`config.mk`:
```
export PLATFORM = sky130hd
export DESIGN_NAME = voice_mixer
export DESIGN_NICKNAME = d
export VERILOG_FILES = /design/src/rtl/voice_mixer_pkg.sv /design/src/rtl/voice_mixer_sat_shift.sv /design/src/rtl/voice_mixer.sv
export SDC_FILE = /design/constraint.sdc
export NUM_CORES = 1
export LEC_CHECK = 0
export BUFFER_PORTS_ARGS = -buffer_cell sky130_fd_sc_hd__buf_2
export CORE_ASPECT_RATIO = 1.5
export CORE_MARGIN = 10
export CORE_UTILIZATION = 55
export CTS_BUF_LIST = sky130_fd_sc_hd__clkbuf_8
export DETAILED_ROUTE_END_ITERATION = 12
export PLACE_DENSITY = 0.79
export SYNTH_ARGS = -nofsm -noshare
export SYNTH_HDL_FRONTEND = slang
export SYNTH_SLANG_ARGS = --single-unit
export TNS_END_PERCENT = 100
```
`constraint.sdc`:
```
create_clock -name clk -period 2.8 [get_ports clk]
set_input_delay 0.14 -clock clk [delete_from_list [all_inputs] [get_ports clk]]
set_output_delay 0.14 -clock clk [all_outputs]
set_load 0.02 [all_outputs]
```
`src/rtl/voice_mixer_pkg.sv`:
```
// Shared synth constants for the voice path: slot count, sample width,
// phase-bank count and the mixer state encoding.
package voice_mixer_pkg;

    localparam int NUM_VOICES  = 10;
    localparam int DATA_W      = 16;
    localparam int PHASE_BANKS = NUM_VOICES;

    localparam logic [0:0] ST_SEEK = 1'b0;
    localparam logic [0:0] ST_MIX  = 1'b1;

endpackage

```
`src/rtl/voice_mixer_sat_shift.sv`:
```
// Arithmetic right shift of the frame sum followed by saturation
// to the signed sample range, with a clip flag.
module sat_shift #(
    parameter int ACC_W  = 21,
    parameter int DATA_W = 16,
    parameter int SHIFT  = 2
) (
    input  logic signed [ACC_W-1:0] i_acc,
    output logic [DATA_W-1:0]       o_data,
    output logic                    o_clip
);

    logic signed [ACC_W-1:0] sh;
    logic                    fits;

    always_comb begin
        sh   = i_acc >>> SHIFT;
        // value fits when every bit above the sample sign bit matches it
        fits = (&sh[ACC_W-1:DATA_W-1]) | ~(|sh[ACC_W-1:DATA_W-1]);
        if (fits) begin
            o_data = sh[DATA_W-1:0];
        end else begin
            o_data = {sh[ACC_W-1], {(DATA_W-1){~sh[ACC_W-1]}}};
        end
        o_clip = ~fits;
    end

endmodule

```
`src/rtl/voice_mixer.sv`:
```
// Time-multiplexed voice mixer: accumulates one sample per slot over a
// frame, scales and saturates the sum, and hands it off via valid/ready.
module voice_mixer #(
    parameter int NUM_VOICES = voice_mixer_pkg::NUM_VOICES,
    parameter int DATA_W     = voice_mixer_pkg::DATA_W,
    parameter int SHIFT      = 2
) (
    input  logic              clk,
    input  logic              rst_n,
    input  logic [DATA_W-1:0] i_sample,
    input  logic              i_valid,
    input  logic              i_sync,
    output logic [DATA_W-1:0] o_sample,
    output logic              o_valid,
    input  logic              i_ready,
    output logic              o_sat,
    output logic              o_drop
);

    import voice_mixer_pkg::*;

    localparam int ACC_W  = DATA_W + $clog2(NUM_VOICES) + 1;
    localparam int SLOT_W = (NUM_VOICES > 1) ? $clog2(NUM_VOICES) : 1;
    localparam logic [SLOT_W-1:0] LAST = SLOT_W'(NUM_VOICES - 1);

    logic [0:0]              state_q, state_d;
    logic [SLOT_W-1:0]       slot_q, slot_d, cur_slot;
    logic signed [ACC_W-1:0] acc_q, acc_d, add_val;
    logic [DATA_W-1:0]       sample_q, sample_d, sat_data;
    logic                    valid_q, valid_d;
    logic                    sat_q, sat_d;
    logic                    drop_q, drop_d;
    logic                    clip, active, frame_done;

    sat_shift #(
        .ACC_W  (ACC_W),
        .DATA_W (DATA_W),
        .SHIFT  (SHIFT)
    ) u_sat (
        .i_acc  (acc_d),
        .o_data (sat_data),
        .o_clip (clip)
    );

    always_comb begin
        active   = (state_q == ST_MIX) || i_sync;
        // sync always means slot 0, whether aligning or realigning
        cur_slot = i_sync ? '0 : slot_q;
        add_val  = i_valid ? {{(ACC_W-DATA_W){i_sample[DATA_W-1]}}, i_sample}
                           : '0;
        state_d  = state_q;
        slot_d   = slot_q;
        acc_d    = acc_q;
        if (active) begin
            state_d = ST_MIX;
            acc_d   = (cur_slot == '0) ? add_val : acc_q + add_val;
            slot_d  = (cur_slot == LAST) ? '0 : cur_slot + SLOT_W'(1);
        end
        frame_done = active && (cur_slot == LAST);
    end

    always_comb begin
        sample_d = sample_q;
        valid_d  = valid_q;
        sat_d    = 1'b0;
        drop_d   = 1'b0;
        if (frame_done) begin
            if (!valid_q || i_ready) begin
                sample_d = sat_data;
                valid_d  = 1'b1;
                sat_d    = clip;
            end else begin
                drop_d = 1'b1;
            end
        end else if (valid_q && i_ready) begin
            valid_d = 1'b0;
        end
    end

    always_ff @(posedge clk or negedge rst_n) begin
        if (!rst_n) begin
            state_q  <= ST_SEEK;
            slot_q   <= '0;
            acc_q    <= '0;
            sample_q <= '0;
            valid_q  <= 1'b0;
            sat_q    <= 1'b0;
            drop_q   <= 1'b0;
        end else begin
            state_q  <= state_d;
            slot_q   <= slot_d;
            acc_q    <= acc_d;
            sample_q <= sample_d;
            valid_q  <= valid_d;
            sat_q    <= sat_d;
            drop_q   <= drop_d;
        end
    end

    assign o_sample = sample_q;
    assign o_valid  = valid_q;
    assign o_sat    = sat_q;
    assign o_drop   = drop_q;

endmodule
```
# Yosys cells after proc, flatten, opt, wreduce, memory -nomap -nowiden
# Index checks and enable logic that the tools add are counted.
[word_totals] ff_bits=45 in_bits=21
[op_classes] add_sub_neg=2 eq_ne=2 mux=13 n_bitwise=4 n_reduce_logical=11
[ops] operator="21-bit two-way mux" count=3
[ops] operator="21-bit adder" count=1
[ops] operator="16-bit two-way mux" count=1
[ops] operator="4-bit two-way mux" count=2
[ops] operator="1-bit two-way mux" count=7
[ops] operator="4-bit by 1-bit adder with 4-bit output, second input constant" count=1
[ops] operator="4-bit == test, second input constant" count=1
[ops] operator="4-bit logical NOT" count=1
[ops] operator="2-bit AND reduction" count=2
[ops] operator="4-bit AND reduction" count=1
[ops] operator="4-bit OR reduction" count=1
[ops] operator="1-bit inverter" count=3
[ops] operator="1-bit logical AND" count=2
[ops] operator="1-bit logical OR" count=2
[ops] operator="2-bit by 1-bit != test with 1-bit output, second input constant" count=1
[ops] operator="2-bit nonzero test" count=1
[ops] operator="1-bit logical NOT" count=1
[ops] operator="1-bit OR" count=1

# Logic depth before layout (Yosys ltp)
# Gate-level depths: netlist (run 1).
[logic_depth] depth_word=10 mapped_depth=14 mapped_depth_nobuf=12

# Cells and area by module
# A second synthesis (run 1) with hierarchy kept.
[unflattened] hier_cells=371 area_unflattened_um2=3368.2
[modules_own_cells] mod="voice_mixer" instances=1 cells_each=312 area_each_um2=2980.4 seq_area_each_um2=1126.1
[modules_own_cells] mod="sat_shift" instances=1 cells_each=59 area_each_um2=387.9 seq_area_each_um2=0.0

# Worst setup path before layout (run 1)
# OpenSTA, ideal clock, no wires.
[synth_timing] path_kind="input to register" start="input i_valid" end="register sample_q[5], in the netlist o_sample[5]" setup_time_ns=0.123 t_arrival_ns=2.974 required_time_ns=2.677 setup_slack_ns=-0.297 path_stages=13 path_buffers=2 cell_sequence="clkbuf_1 > and2_1 > ha_1 > fa_1 > a21o_1 > a221o_1 > a211o_1 > a2111oi_4 > a2111oi_2 > and2_4 > a21bo_4 > buf_6 > o221a_1"
[synth_via] elab_chain_len=8 elab_cells_between_ends=10 classes_between="1 x add/sub; 4 x mux; 3 x bitwise; 2 x reduce/logical"
[synth_rtl] item="start, declared" line_no="voice_mixer.sv:11" source="input logic i_valid,"
[synth_rtl] item="21-bit two-way mux *" line_no="voice_mixer.sv:49" source="add_val = i_valid ? {{(ACC_W-DATA_W){i_sample[DATA_W-1]}}, i_sample}"
[synth_rtl] item="21-bit adder" line_no="voice_mixer.sv:56" source="acc_d = (cur_slot == '0) ? add_val : acc_q + add_val;"
[synth_rtl] item="21-bit two-way mux *" line_no="voice_mixer.sv:56"
[synth_rtl] item="21-bit two-way mux *" line_no="voice_mixer.sv:54" source="if (active) begin"
[synth_rtl] item="4-bit OR reduction" line_no="voice_mixer_sat_shift.sv:19" source="fits = (&sh[ACC_W-1:DATA_W-1]) | ~(|sh[ACC_W-1:DATA_W-1]);"
[synth_rtl] item="1-bit inverter" line_no="voice_mixer_sat_shift.sv:19"
[synth_rtl] item="1-bit OR" line_no="voice_mixer_sat_shift.sv:19"
[synth_rtl] item="16-bit two-way mux *" line_no="voice_mixer_sat_shift.sv:20" source="if (fits) begin"
[synth_rtl] item="end signal, assigned" line_no="voice_mixer.sv:93" source="sample_q <= sample_d;"
[synth_rtl] item="end, declared" line_no="voice_mixer.sv:29" source="logic [DATA_W-1:0] sample_q, sample_d, sat_data;"
# Mark *: on every way between the ends. The rest lies on a longest branch, timed or not.
# A chain may end at the register's enable or synchronous reset.

# Final worst setup path (run 1)
[layout_timing] start="register acc_q[0]" end="register sample_q[10], in the netlist o_sample[10]"
[layout_via] elab_chain_len=7 elab_cells_between_ends=9 classes_between="1 x add/sub; 3 x mux; 3 x bitwise; 2 x reduce/logical"
[layout_rtl] item="start, declared" line_no="voice_mixer.sv:28" source="logic signed [ACC_W-1:0] acc_q, acc_d, add_val;"
[layout_rtl] item="start signal, assigned" line_no="voice_mixer.sv:84" source="acc_q <= '0;"
[layout_rtl] item="start signal, assigned" line_no="voice_mixer.sv:92" source="acc_q <= acc_d;"
[layout_rtl] item="21-bit adder *" line_no="voice_mixer.sv:56"
[layout_rtl] item="21-bit two-way mux *" line_no="voice_mixer.sv:56"
[layout_rtl] item="21-bit two-way mux *" line_no="voice_mixer.sv:54"
[layout_rtl] item="named net acc_d[20]" line_no="voice_mixer.sv:28"
[layout_rtl] item="4-bit OR reduction" line_no="voice_mixer_sat_shift.sv:19"
[layout_rtl] item="1-bit inverter" line_no="voice_mixer_sat_shift.sv:19"
[layout_rtl] item="1-bit OR" line_no="voice_mixer_sat_shift.sv:19"
[layout_rtl] item="16-bit two-way mux *" line_no="voice_mixer_sat_shift.sv:20"
# The timed path passes the listed nets; every way through them passes the cells marked *.

==> results of run 1 <==
## cell usage in the layout (no fill, tap or decap), drive strengths merged, types with 3 or more instances in the layout
master,count
nor3,3
a221o,5
a21o,7
o221a,14
a211o,4
and3,7
a31oi,3
and2,19
o21ai,24
a211oi,4
inv,9
a22oi,3
o211ai,5
a31o,3
xor2,6
nor2b,4
nand2,33
nor2,28
mux2i,4
buf,104
nand3,8
nor4,5
a2111oi,3
a21oi,33
clkbuf,5
dfrtp,45
ha,20
nand4,4
xnor2,9
o21a,3
## final cells by class
| class | instances | area, sq um | area share, % |
|---|---|---|---|
| Clock buffer | 5 | 68.8 | 1.69 |
| Timing Repair Buffer | 104 | 683 | 16.8 |
| Sequential cell | 45 | 1130 | 27.7 |
| Multi-Input combinational cell | 285 | 2040 | 50.3 |
| Inverter | 8 | 30.0 | 0.739 |
| Tap cell | 72 | 90.1 | 2.22 |
| Clock inverter | 3 | 21.3 | 0.524 |
## logic make-up after synthesis
| group | count (synthesis) | synth area share (%) |
|---|---|---|
| AOI/OAI and AO/OA | 122 | 27.9 |
| and+or+nand+nor | 121 | 19.1 |
| DFF | 45 | 35.1 |
| buffers and inverters | 27 | 3.78 |
| adders and majority gates | 21 | 8.42 |
| xor gates and xnor gates | 15 | 4.10 |
| muxes | 5 | 1.60 |
## power groups by stage
stage	clock network (mW)	logic, mW	registers [mW]
6_report	0.431	1.30	0.909
5_1_grt	0.463	1.42	0.925
4_1_cts	0.436	1.28	0.906
3_5_place_dp	0	1.26	0.917
3_3_place_gp	0	1.22	0.911
2_1_floorplan	0	0.658	0.994
## path summary, 6_finish.rpt
check / depth (start not counted) / startpoint / slack [ns] / end
setup / recovery: 11 / acc_q[0] / -0.27 / o_sample[10]
min in group clk: 2 / i_sync / 0.08 / slot_q[3]
hold / removal: 1 / rst_n / -0.01 / slot_q[3]
max in group asynchronous: 1 / rst_n / 2.16 / o_sample[10]
setup reg to reg: 11 / acc_q[0] / -0.27 / o_sample[10]
hold reg to reg: 1 / o_sample[15] / 0.52 / o_sample[15]
## metal layers
metal | up-vias | global-route usage (%) | share of wire (%)
met3 | 40 | 4.49 | 5.6
met5 | - | 0 | 0
met2 | 111 | 36.6 | 51
li1 | 1522 | - | -
met4 | 0 | 15.3 | 6.8
met1 | 1524 | 22.9 | 36
## through the flow
step	power [mW]	worst slack [ns]	hold slack [ns]	cell area, sq um
finish	2.64	-0.266	-0.0110	4060
global route	2.81	-0.351	0.0652	4060
CTS	2.62	-0.230	0.0183	4030
detailed placement	2.17	-0.336	0.364	3900
global placement	2.13	-0.283	0.357	3900
floorplan	1.65	-0.217	-0.156	3240
## flip-flops by register name, indices dropped and copies added (netlist names)
| signal | cells |
|---|---|
| o_drop | 1 |
| acc_q | 21 |
| o_sat | 1 |
| state_q | 1 |
| o_sample | 16 |
| o_valid | 1 |
| slot_q | 4 |
## worst max-delay path, stage by stage (launching register included)
cell and delay, ns:
sky130_fd_sc_hd__dfrtp_1 0.43, sky130_fd_sc_hd__ha_4 0.18, sky130_fd_sc_hd__fa_2 0.34, sky130_fd_sc_hd__a21o_1 0.18, sky130_fd_sc_hd__a221o_1 0.36, sky130_fd_sc_hd__a211o_1 0.36
sky130_fd_sc_hd__and2_4 0.18, sky130_fd_sc_hd__a2111oi_2 0.31, sky130_fd_sc_hd__and2_4 0.25, sky130_fd_sc_hd__inv_2 0.07, sky130_fd_sc_hd__nand3_4 0.14, sky130_fd_sc_hd__o221a_1 0.21
## what timing repair did
item / in CTS / in global routing
buffers inserted: 1 / 0
pin swaps: 6 / 3
endpoints found under the setup margin: 17 / 19
endpoints found under the hold margin: 0 / 0
gates cloned: 1 / 0
gates resized for setup: 4 / 7
==> metrics.txt, run 1 <==
mapped cell area 3210 sq um; Worst Setup Start Kind register; gp weighted congestion 1.03; floorplan die width 82.4 um; Worst Clk Skew 0.0109 ns; Die ar. 9350 sq um; clock latency reported for the late side of the worst-skew pair 0.32 ns; via count of the routed design 3197; total count of max-transition violations in the final report 0; number of antenna violations at the first check in global routing 0; number of non-filler instances in the completed layout 522; Die Height 114 um; Placeable Area 5740 sq um; Post-Syn Area per Cell 9.01 sq um; relative slew slack 31.0%; most instantiated flip-flop cell in the synthesis netlist sky130_fd_sc_hd__dfrtp_1; required time of the worst setup path 3.05 ns; EDFF count, synth 0; Setup TNS -4.14 ns; number of distinct library cells after synthesis 58; fraction of post-synthesis cell area in the top cell type by area 35.1%; detailed-router iteration count before antenna repair 4; filler instances 451; P_sw 1.06 mW; Commonest cells post-synth 45 x sky130_fd_sc_hd__dfrtp_1, 33 x sky130_fd_sc_hd__a21oi_1, 33 x sky130_fd_sc_hd__nand2_1, 28 x sky130_fd_sc_hd__nor2_1, 23 x sky130_fd_sc_hd__o21ai_0; post-synthesis sequential area ratio 35.1%; drt drc 0; Cells after DPL 512; IO Port Bufs 39; pin count of the biggest net entering global routing 46; power per unit of standard cell area 650 nW/um^2; class of the worst hold path primary input to asynchronous set/reset pin; power share of the combinational group 49.3%; leading cell types by total area after synthesis sky130_fd_sc_hd__dfrtp_1 35%, sky130_fd_sc_hd__ha_1 7.8%, sky130_fd_sc_hd__a21oi_1 5.1%; largest area contributor in the synthesized netlist sky130_fd_sc_hd__dfrtp_1; count of mapped cells out of synthesis 356; endpoints failing setup 17; violated checks hold timing, setup timing; minimum hold slack -0.0110 ns; Wirelength per Cell 18.4 um; fraction of layout cells with a size suffix above 1 31.8%; Achievable Freq 326 MHz; Layout area overhead 26.6%; count of clock tree sinks 45; maximum resistive drop on vdd 0.476 mV; Vias/cell 6.12; number of clock buffers inserted by TritonCTS 5; Final Hold Viols 12; type of destination of the critical path register; first-pass GRT wire length 16100 um; cts-stage hold buffer count 0; CTS Root Cell sky130_fd_sc_hd__clkbuf_8; part of the power in registers 34.4%; synthesis-stage register bit count 45; fraction of the cycle the final worst path needs 109%; total number of nets in the final design 491; clock share of power 16.3%; clock-pin slew reported for the worst setup and hold paths after clock tree synthesis 0.10 ns; iteration-0 DRC count of the detailed router 269; result of the run finished, violations left; shortest clock period the worst path allows after layout 3.07 ns; net switching fraction of the power 40.0%; Congestion Overflow GR 0; CTS H-Tree Depth 2; signal arrival time at the worst endpoint 3.31 ns; core occupancy in the finished layout 70.7%; worst slew pin tran 1.03 ns; critical setup path kind register to register; asr flop ratio synth 100%; io pins 40; vias in the first global route 3429; Site Rows 34; Synthesized Nets 398; crit-path max FO 14; gr usage total 21.7%; Detail Placement HPWL 7420 um; internal power 1.59 mW; most used standard cell by instance count after synthesis sky130_fd_sc_hd__dfrtp_1; leakage power 1.97 nW; number of warnings issued by yosys 0; clock tree from TritonCTS done; effective utilization at floorplan 55.9%; antenna cell count 0; final setup margin -0.266 ns; aggregate routed wire length 9590 um; Max Cap Violations 0; ANT nets after route 0; number of buffers on the longest clock path 2; setup repair after global routing missed its margin yes
Note: power is estimated with default switching activity, not from simulation.
==> run 2, diff against run 1 <==
--- a/config.mk
+++ b/config.mk
@@ -8,10 +8,10 @@
 export BUFFER_PORTS_ARGS = -buffer_cell sky130_fd_sc_hd__buf_2
 export CORE_ASPECT_RATIO = 1.5
 export CORE_MARGIN = 10
-export CORE_UTILIZATION = 55
+export CORE_UTILIZATION = 58
 export CTS_BUF_LIST = sky130_fd_sc_hd__clkbuf_8
 export DETAILED_ROUTE_END_ITERATION = 12
-export PLACE_DENSITY = 0.79
+export PLACE_DENSITY_LB_ADDON = 0.08
 export SYNTH_ARGS = -nofsm -noshare
 export SYNTH_HDL_FRONTEND = slang
 export SYNTH_SLANG_ARGS = --single-unit
==> constraint.sdc (replaced) <==
create_clock -name clk -period 3.4 [get_ports clk]
set_input_delay 0.34 -clock clk [delete_from_list [all_inputs] [get_ports clk]]
set_output_delay 0.34 -clock clk [all_outputs]
set_load 0.02 [all_outputs]
==> run 2 against run 1 <==
The run now ends clean; combinational power down 31%; register-to-register slack improved by 0.46 ns; die area down 4.1%; cell count is 9.2% lower; critical path type unchanged; highest routed layer unchanged.
==> metrics.txt, run 2 (synthesized netlist as in run 1, its figures left out) <==
result of the run finished, final reports clean; leakage power 1.73 nW (-12%); Max Cap Violations 0 (unchanged); clock share of power 17.8% (+1.5 points); number of non-filler instances in the completed layout 474 (-9.2%); gr usage total 20.2% (-1.5 points); number of clock buffers inserted by TritonCTS 5 (unchanged); sum of internal, switching and leakage power 1.99 mW (-25%); worst reg2reg endpoint o_sample[8]; Achievable Freq 312 MHz (-4.4%); clock latency reported for the late side of the worst-skew pair 0.31 ns (about the same); Setup TNS 0 ns (+4.14 ns); count of clock tree sinks 45 (unchanged); Final Hold Viols 0 (-12); via count of the routed design 2961 (-7.4%); fraction of the cycle the final worst path needs 94.3% (-15 points); relative slew slack 35.2% (+4.2 points); Cells after DPL 466 (-9.0%); number of buffers on the longest clock path 2 (unchanged); worst slew pin tran 0.971 ns (-0.0628 ns); clock tree from TritonCTS done; Detail Placement HPWL 6830 um (-8.0%); cts-stage hold buffer count 0 (unchanged); P_sw 0.806 mW (-24%); CTS H-Tree Depth 2 (unchanged); power share of the combinational group 44.9% (-4.4 points); net switching fraction of the power 40.5% (+0.55 points); leading cell type in the layout, fill and taps excluded sky130_fd_sc_hd__dfrtp_1; shortest clock period the worst path allows after layout 3.21 ns (+0.140 ns); worst reg2reg startpoint acc_q[0]; detailed-router iteration count before antenna repair 4 (unchanged); Worst Setup Start Kind register; effective utilization at floorplan 59.3% (+3.5 points); length in cells of the worst reg-to-reg path 10 (-1); signal arrival time at the worst endpoint 3.45 ns (+0.14 ns); Worst path top cell family by delay compound AO/OA/AOI/OAI gates; Wirelength per Cell 18.3 um (-0.13%); IO Port Bufs 39 (unchanged); Worst Clk Skew 0.0128 ns (+0.00185 ns); first-pass GRT wire length 14800 um (-8.2%); buffer and inverter count on the worst path 0 (-1); clock-pin slew reported for the worst setup and hold paths after clock tree synthesis 0.10 ns (about the same); power per unit of standard cell area 547 nW/um^2 (-16%); setup repair after global routing missed its margin no; io pins 40 (unchanged); number of flip-flops under the largest register name 21 (unchanged); Congestion Overflow GR 0 (unchanged); flop-to-flop setup slack 0.19 ns (+0.46 ns); cells along the critical path ha_1 > fa_1 > a21o_1 > a221o_1 > and3_1 > o211ai_1 > nor3b_1 > o2111ai_1 > nand3_2 > o221a_1; Placeable Area 5410 sq um (-5.8%); drt drc 0 (unchanged); Site Rows 33 (-2.9%); type of destination of the critical path register; Die ar. 8970 sq um (-4.1%); part of the power in registers 37.3% (+2.9 points); gp weighted congestion 0.990 (-3.8%); CP max stage delay 0.41 ns (-0.02 ns); endpoints failing setup 0 (-17); total number of nets in the final design 445 (-9.4%); floorplan die width 80.7 um (-2.0%); maximum resistive drop on vdd 0.366 mV (-23%); minimum hold slack 0.169 ns (+0.180 ns); cell with the largest stage delay on the worst path sky130_fd_sc_hd__fa_1; required time of the worst setup path 3.65 ns (+0.60 ns); class of the worst hold path primary input to asynchronous set/reset pin; iteration-0 DRC count of the detailed router 190 (-29%); highest-count cells in the layout ignoring fill and taps 45 x sky130_fd_sc_hd__dfrtp_1, 39 x sky130_fd_sc_hd__buf_2, 33 x sky130_fd_sc_hd__nand2_1, 33 x sky130_fd_sc_hd__a21oi_1, 28 x sky130_fd_sc_hd__nor2_1; crit-path max FO 14 (unchanged); Post-CTS Resized 0 (-4); aggregate routed wire length 8700 um (-9.3%); critical setup path kind register to register; filler instances 475 (+5.3%); Die Height 111 um (-2.2%); ANT nets after route 0 (unchanged); pin count of the biggest net entering global routing 46 (unchanged); fraction of layout cells with a size suffix above 1 21.8% (-10 points); number of antenna violations at the first check in global routing 0 (unchanged); vias in the first global route 3036 (-11%); CTS Root Cell sky130_fd_sc_hd__clkbuf_8; total count of max-transition violations in the final report 0 (unchanged); Layout area overhead 13.5%; internal power 1.18 mW (-25%); register with the most flip-flops acc_q; Post-CTS Setup Repair Bufs 0 (-1); antenna cell count 0 (unchanged); Vias/cell 6.25 (+2.0%)
run 2: cell type report:
cell class	count	area [sq um]	area share (%)
Clock inverter	3	21.3	0.584
Clock buffer	5	68.8	1.89
Timing Repair Buffer	59	345	9.49
Tap cell	70	87.6	2.41
Multi-Input combinational cell	284	1960	53.9
Inverter	8	30.0	0.825
Sequential cell	45	1130	30.9
run 2: worst max-delay path by stage:
stage                     startpoint            to  slack, ns  cells past startpoint
after floorplan              i_valid   o_sample[5]       0.10                     13
after global placement       i_valid   o_sample[3]       0.02                     13
after detailed placement     i_valid   o_sample[7]      -0.04                     13
after CTS                   acc_q[0]   o_sample[2]       0.22                     11
after global routing         i_valid  o_sample[11]       0.02                     12
final                       acc_q[0]   o_sample[8]       0.19                     10
run 2: worst reg2reg max path, stage by stage (launching register included):
cell and delay, ns:
sky130_fd_sc_hd__dfrtp_1 0.40, sky130_fd_sc_hd__ha_1 0.24, sky130_fd_sc_hd__fa_1 0.41, sky130_fd_sc_hd__a21o_1 0.19
sky130_fd_sc_hd__a221o_1 0.35, sky130_fd_sc_hd__and3_1 0.18, sky130_fd_sc_hd__o211ai_1 0.17, sky130_fd_sc_hd__nor3b_1 0.34
sky130_fd_sc_hd__o2111ai_1 0.31, sky130_fd_sc_hd__nand3_2 0.32, sky130_fd_sc_hd__o221a_1 0.23
run 2: layer usage:
layer  global-route usage [%]  wire length (um)  up-vias
li1                         -                 -     1422
met1                     21.8              3270     1410
met2                     34.9              4530       96
met3                     3.57               423       33
met4                     11.7               477        0
met5                        0                 0        -
run 2: per-stage QoR:
stage | utilization [%] | cell area [sq um] | setup WS, ns
after floorplan | - | 3210 | 0.103
after global placement | 65.6 | 3550 | 0.0209
after detailed placement | 65.6 | 3550 | -0.0373
after CTS | 67.3 | 3640 | 0.220
after global routing | 67.3 | 3640 | 0.0176
final | 67.3 | 3640 | 0.194
run 2: power by group through the flow:
| stage | Clock (mW) | Combinational [mW] | Sequential, mW |
|---|---|---|---|
| 4_1_cts | 0.358 | 0.892 | 0.744 |
| 3_3_place_gp | 0 | 0.872 | 0.751 |
| 6_report | 0.355 | 0.893 | 0.743 |
| 2_1_floorplan | 0 | 0.539 | 0.817 |
| 3_5_place_dp | 0 | 0.889 | 0.754 |
| 5_1_grt | 0.380 | 0.979 | 0.759 |
==> run 3, diff against run 2 <==
--- a/config.mk
+++ b/config.mk
@@ -12,6 +12,7 @@
 export CTS_BUF_LIST = sky130_fd_sc_hd__clkbuf_8
 export DETAILED_ROUTE_END_ITERATION = 12
 export PLACE_DENSITY_LB_ADDON = 0.08
+export REMOVE_ABC_BUFFERS = 1
 export SYNTH_ARGS = -nofsm -noshare
 export SYNTH_HDL_FRONTEND = slang
 export SYNTH_SLANG_ARGS = --single-unit
==> run 3 against run 2 <==
Combinational power grew 2%; critical path depth grew 1; global-route usage shrank 0.31 points; core utilization grew 1.8 points; largest power group unchanged; highest routed layer unchanged.
==> metrics.txt, run 3 (synthesized netlist as in run 1, its figures left out) <==
result of the run finished, final reports clean; clock latency reported for the late side of the worst-skew pair 0.30 ns (about the same); io pins 40 (unchanged); count of clock tree sinks 45 (unchanged); number of non-filler instances in the completed layout 484 (+2.1%); register with the most flip-flops acc_q; total count of max-transition violations in the final report 0 (unchanged); Placeable Area 5410 sq um (unchanged); number of flip-flops under the largest register name 21 (unchanged); number of buffers on the longest clock path 2 (unchanged); endpoints failing setup 0 (unchanged); IO Port Bufs 39 (unchanged); internal power 1.27 mW (+7.1%); flop-to-flop setup slack 0.24 ns (+0.04 ns); leading cell type in the layout, fill and taps excluded sky130_fd_sc_hd__dfrtp_1; ANT nets after route 0 (unchanged); Cells after DPL 476 (+2.1%); clock share of power 19.5% (+1.7 points); effective utilization at floorplan 59.3% (unchanged); cts-stage hold buffer count 0 (unchanged); iteration-0 DRC count of the detailed router 139 (-27%); minimum setup slack after placement -0.0614 ns (-0.0241 ns); Layout area overhead 16.5%; Final Hold Viols 0 (unchanged); Post-CTS Resized 0 (unchanged); pin count of the biggest net entering global routing 46 (unchanged); via count of the routed design 2979 (+0.61%); Congestion Overflow GR 0 (unchanged); filler instances 466 (-1.9%); Achievable Freq 316 MHz (+1.4%); signal arrival time at the worst endpoint 3.40 ns (-0.05 ns); part of the power in registers 36.2% (-1.1 points); fraction of the cycle the final worst path needs 93.0% (-1.3 points); type of destination of the critical path register; cell area after placement 3620 sq um (+2.1%); Max Cap Violations 0 (unchanged); required time of the worst setup path 3.64 ns (about the same); setup repair after global routing missed its margin no; total number of nets in the final design 455 (+2.2%); detailed-router iteration count before antenna repair 4 (unchanged); shortest clock period the worst path allows after layout 3.16 ns (-0.0436 ns); gp weighted congestion 0.921 (-6.9%); CTS Root Cell sky130_fd_sc_hd__clkbuf_8; worst slew pin tran 0.984 ns (+0.0121 ns); highest-count cells in the layout ignoring fill and taps 45 x sky130_fd_sc_hd__dfrtp_1, 39 x sky130_fd_sc_hd__buf_2, 33 x sky130_fd_sc_hd__nand2_1, 33 x sky130_fd_sc_hd__a21oi_1, 30 x sky130_fd_sc_hd__buf_4; power per unit of standard cell area 549 nW/um^2 (+0.38%); minimum hold slack 0.188 ns (+0.0192 ns); P_sw 0.783 mW (-2.9%); aggregate routed wire length 8750 um (+0.60%); power share of the combinational group 44.3% (-0.6 points); clock tree from TritonCTS done; Site Rows 33 (unchanged); crit-path max FO 14 (unchanged); number of clock buffers inserted by TritonCTS 5 (unchanged); number of antenna violations at the first check in global routing 0 (unchanged); leakage power 1.80 nW (+3.8%); maximum resistive drop on vdd 0.448 mV (+22%); Setup TNS 0 ns (unchanged); Worst Setup Start Kind register; fraction of layout cells with a size suffix above 1 23.4% (+1.6 points); class of the worst hold path primary input to asynchronous set/reset pin; net switching fraction of the power 38.2% (-2.3 points); antenna cell count 0 (unchanged); critical setup path kind register to register; gr usage total 19.8% (-0.31 points); Die ar. 8970 sq um (unchanged); Detail Placement HPWL 6930 um (+1.6%); vias in the first global route 3083 (+1.5%); final setup margin 0.238 ns (+0.0436 ns); final non-filler cell area 3740 sq um (+2.6%); Post-CTS Setup Repair Bufs 0 (unchanged); Worst Clk Skew 0.00642 ns (-0.00636 ns); Vias/cell 6.15 (-1.5%); first-pass GRT wire length 14500 um (-2.1%); clock-pin slew reported for the worst setup and hold paths after clock tree synthesis 0.09 ns (about the same); relative slew slack 34.4% (-0.80 points); drt drc 0 (unchanged); CTS H-Tree Depth 2 (unchanged); Wirelength per Cell 18.1 um (-1.5%); floorplan die width 80.7 um (unchanged); Die Height 111 um (unchanged)
[run 3: final cells by class]
| cell class | instances | area [sq um] | share of cell area [%] |
|---|---|---|---|
| inverter | 8 | 30.0 | 0.804 |
| timing repair buffer | 69 | 420 | 11.3 |
| tap | 70 | 87.6 | 2.34 |
| clock buffer | 5 | 68.8 | 1.84 |
| sequential | 45 | 1130 | 30.1 |
| multi-input combinational | 284 | 1960 | 52.5 |
| clock inverter | 3 | 42.5 | 1.14 |
[run 3: worst paths after layout]
kind	startpoint	to	depth (start not counted)
max	acc_q[0]	o_sample[3]	11
max in group asynchronous	rst_n	acc_q[7]	1
max reg2reg	acc_q[0]	o_sample[3]	11
min	rst_n	acc_q[19]	1
min reg2reg	acc_q[0]	acc_q[0]	2
min in group clk	i_sync	slot_q[3]	2
[run 3: stage by stage]
stage          util [%]  power, mW
3_5_place_dp       67.0       1.66
3_3_place_gp       67.0       1.64
6_report           69.1       2.05
4_1_cts            69.1       2.06
5_1_grt            69.1       2.18
2_1_floorplan         -       1.35
[run 3: layer usage]
layer	GRT usage, %	wire, um	part of all wire, %	vias to the layer above
met5	0	0	0	-
met4	10.7	395	4.5	0
met3	3.17	379	4.3	29
met2	35.9	4770	54	95
met1	20.6	3210	37	1412
li1	-	-	-	1443
[run 3: power by group through the flow]
stage / Combinational, mW / Clock [mW] / Sequential, mW
final: 0.909 / 0.400 / 0.742
after global routing: 0.993 / 0.430 / 0.757
after CTS: 0.911 / 0.406 / 0.742
after detailed placement: 0.907 / 0 / 0.750
after global placement: 0.890 / 0 / 0.749
after floorplan: 0.529 / 0 / 0.817
[run 3: critical path, cell delays in order, from the launching register on]
cell and delay [ns]:
sky130_fd_sc_hd__dfrtp_1 0.39, sky130_fd_sc_hd__ha_1 0.23, sky130_fd_sc_hd__fa_1 0.39, sky130_fd_sc_hd__a21o_1 0.18, sky130_fd_sc_hd__a221o_1 0.34, sky130_fd_sc_hd__a211o_1 0.35, sky130_fd_sc_hd__and2_4 0.17, sky130_fd_sc_hd__a2111oi_2 0.31
sky130_fd_sc_hd__and2_4 0.23, sky130_fd_sc_hd__inv_2 0.05, sky130_fd_sc_hd__nand3_2 0.22, sky130_fd_sc_hd__o221a_2 0.24
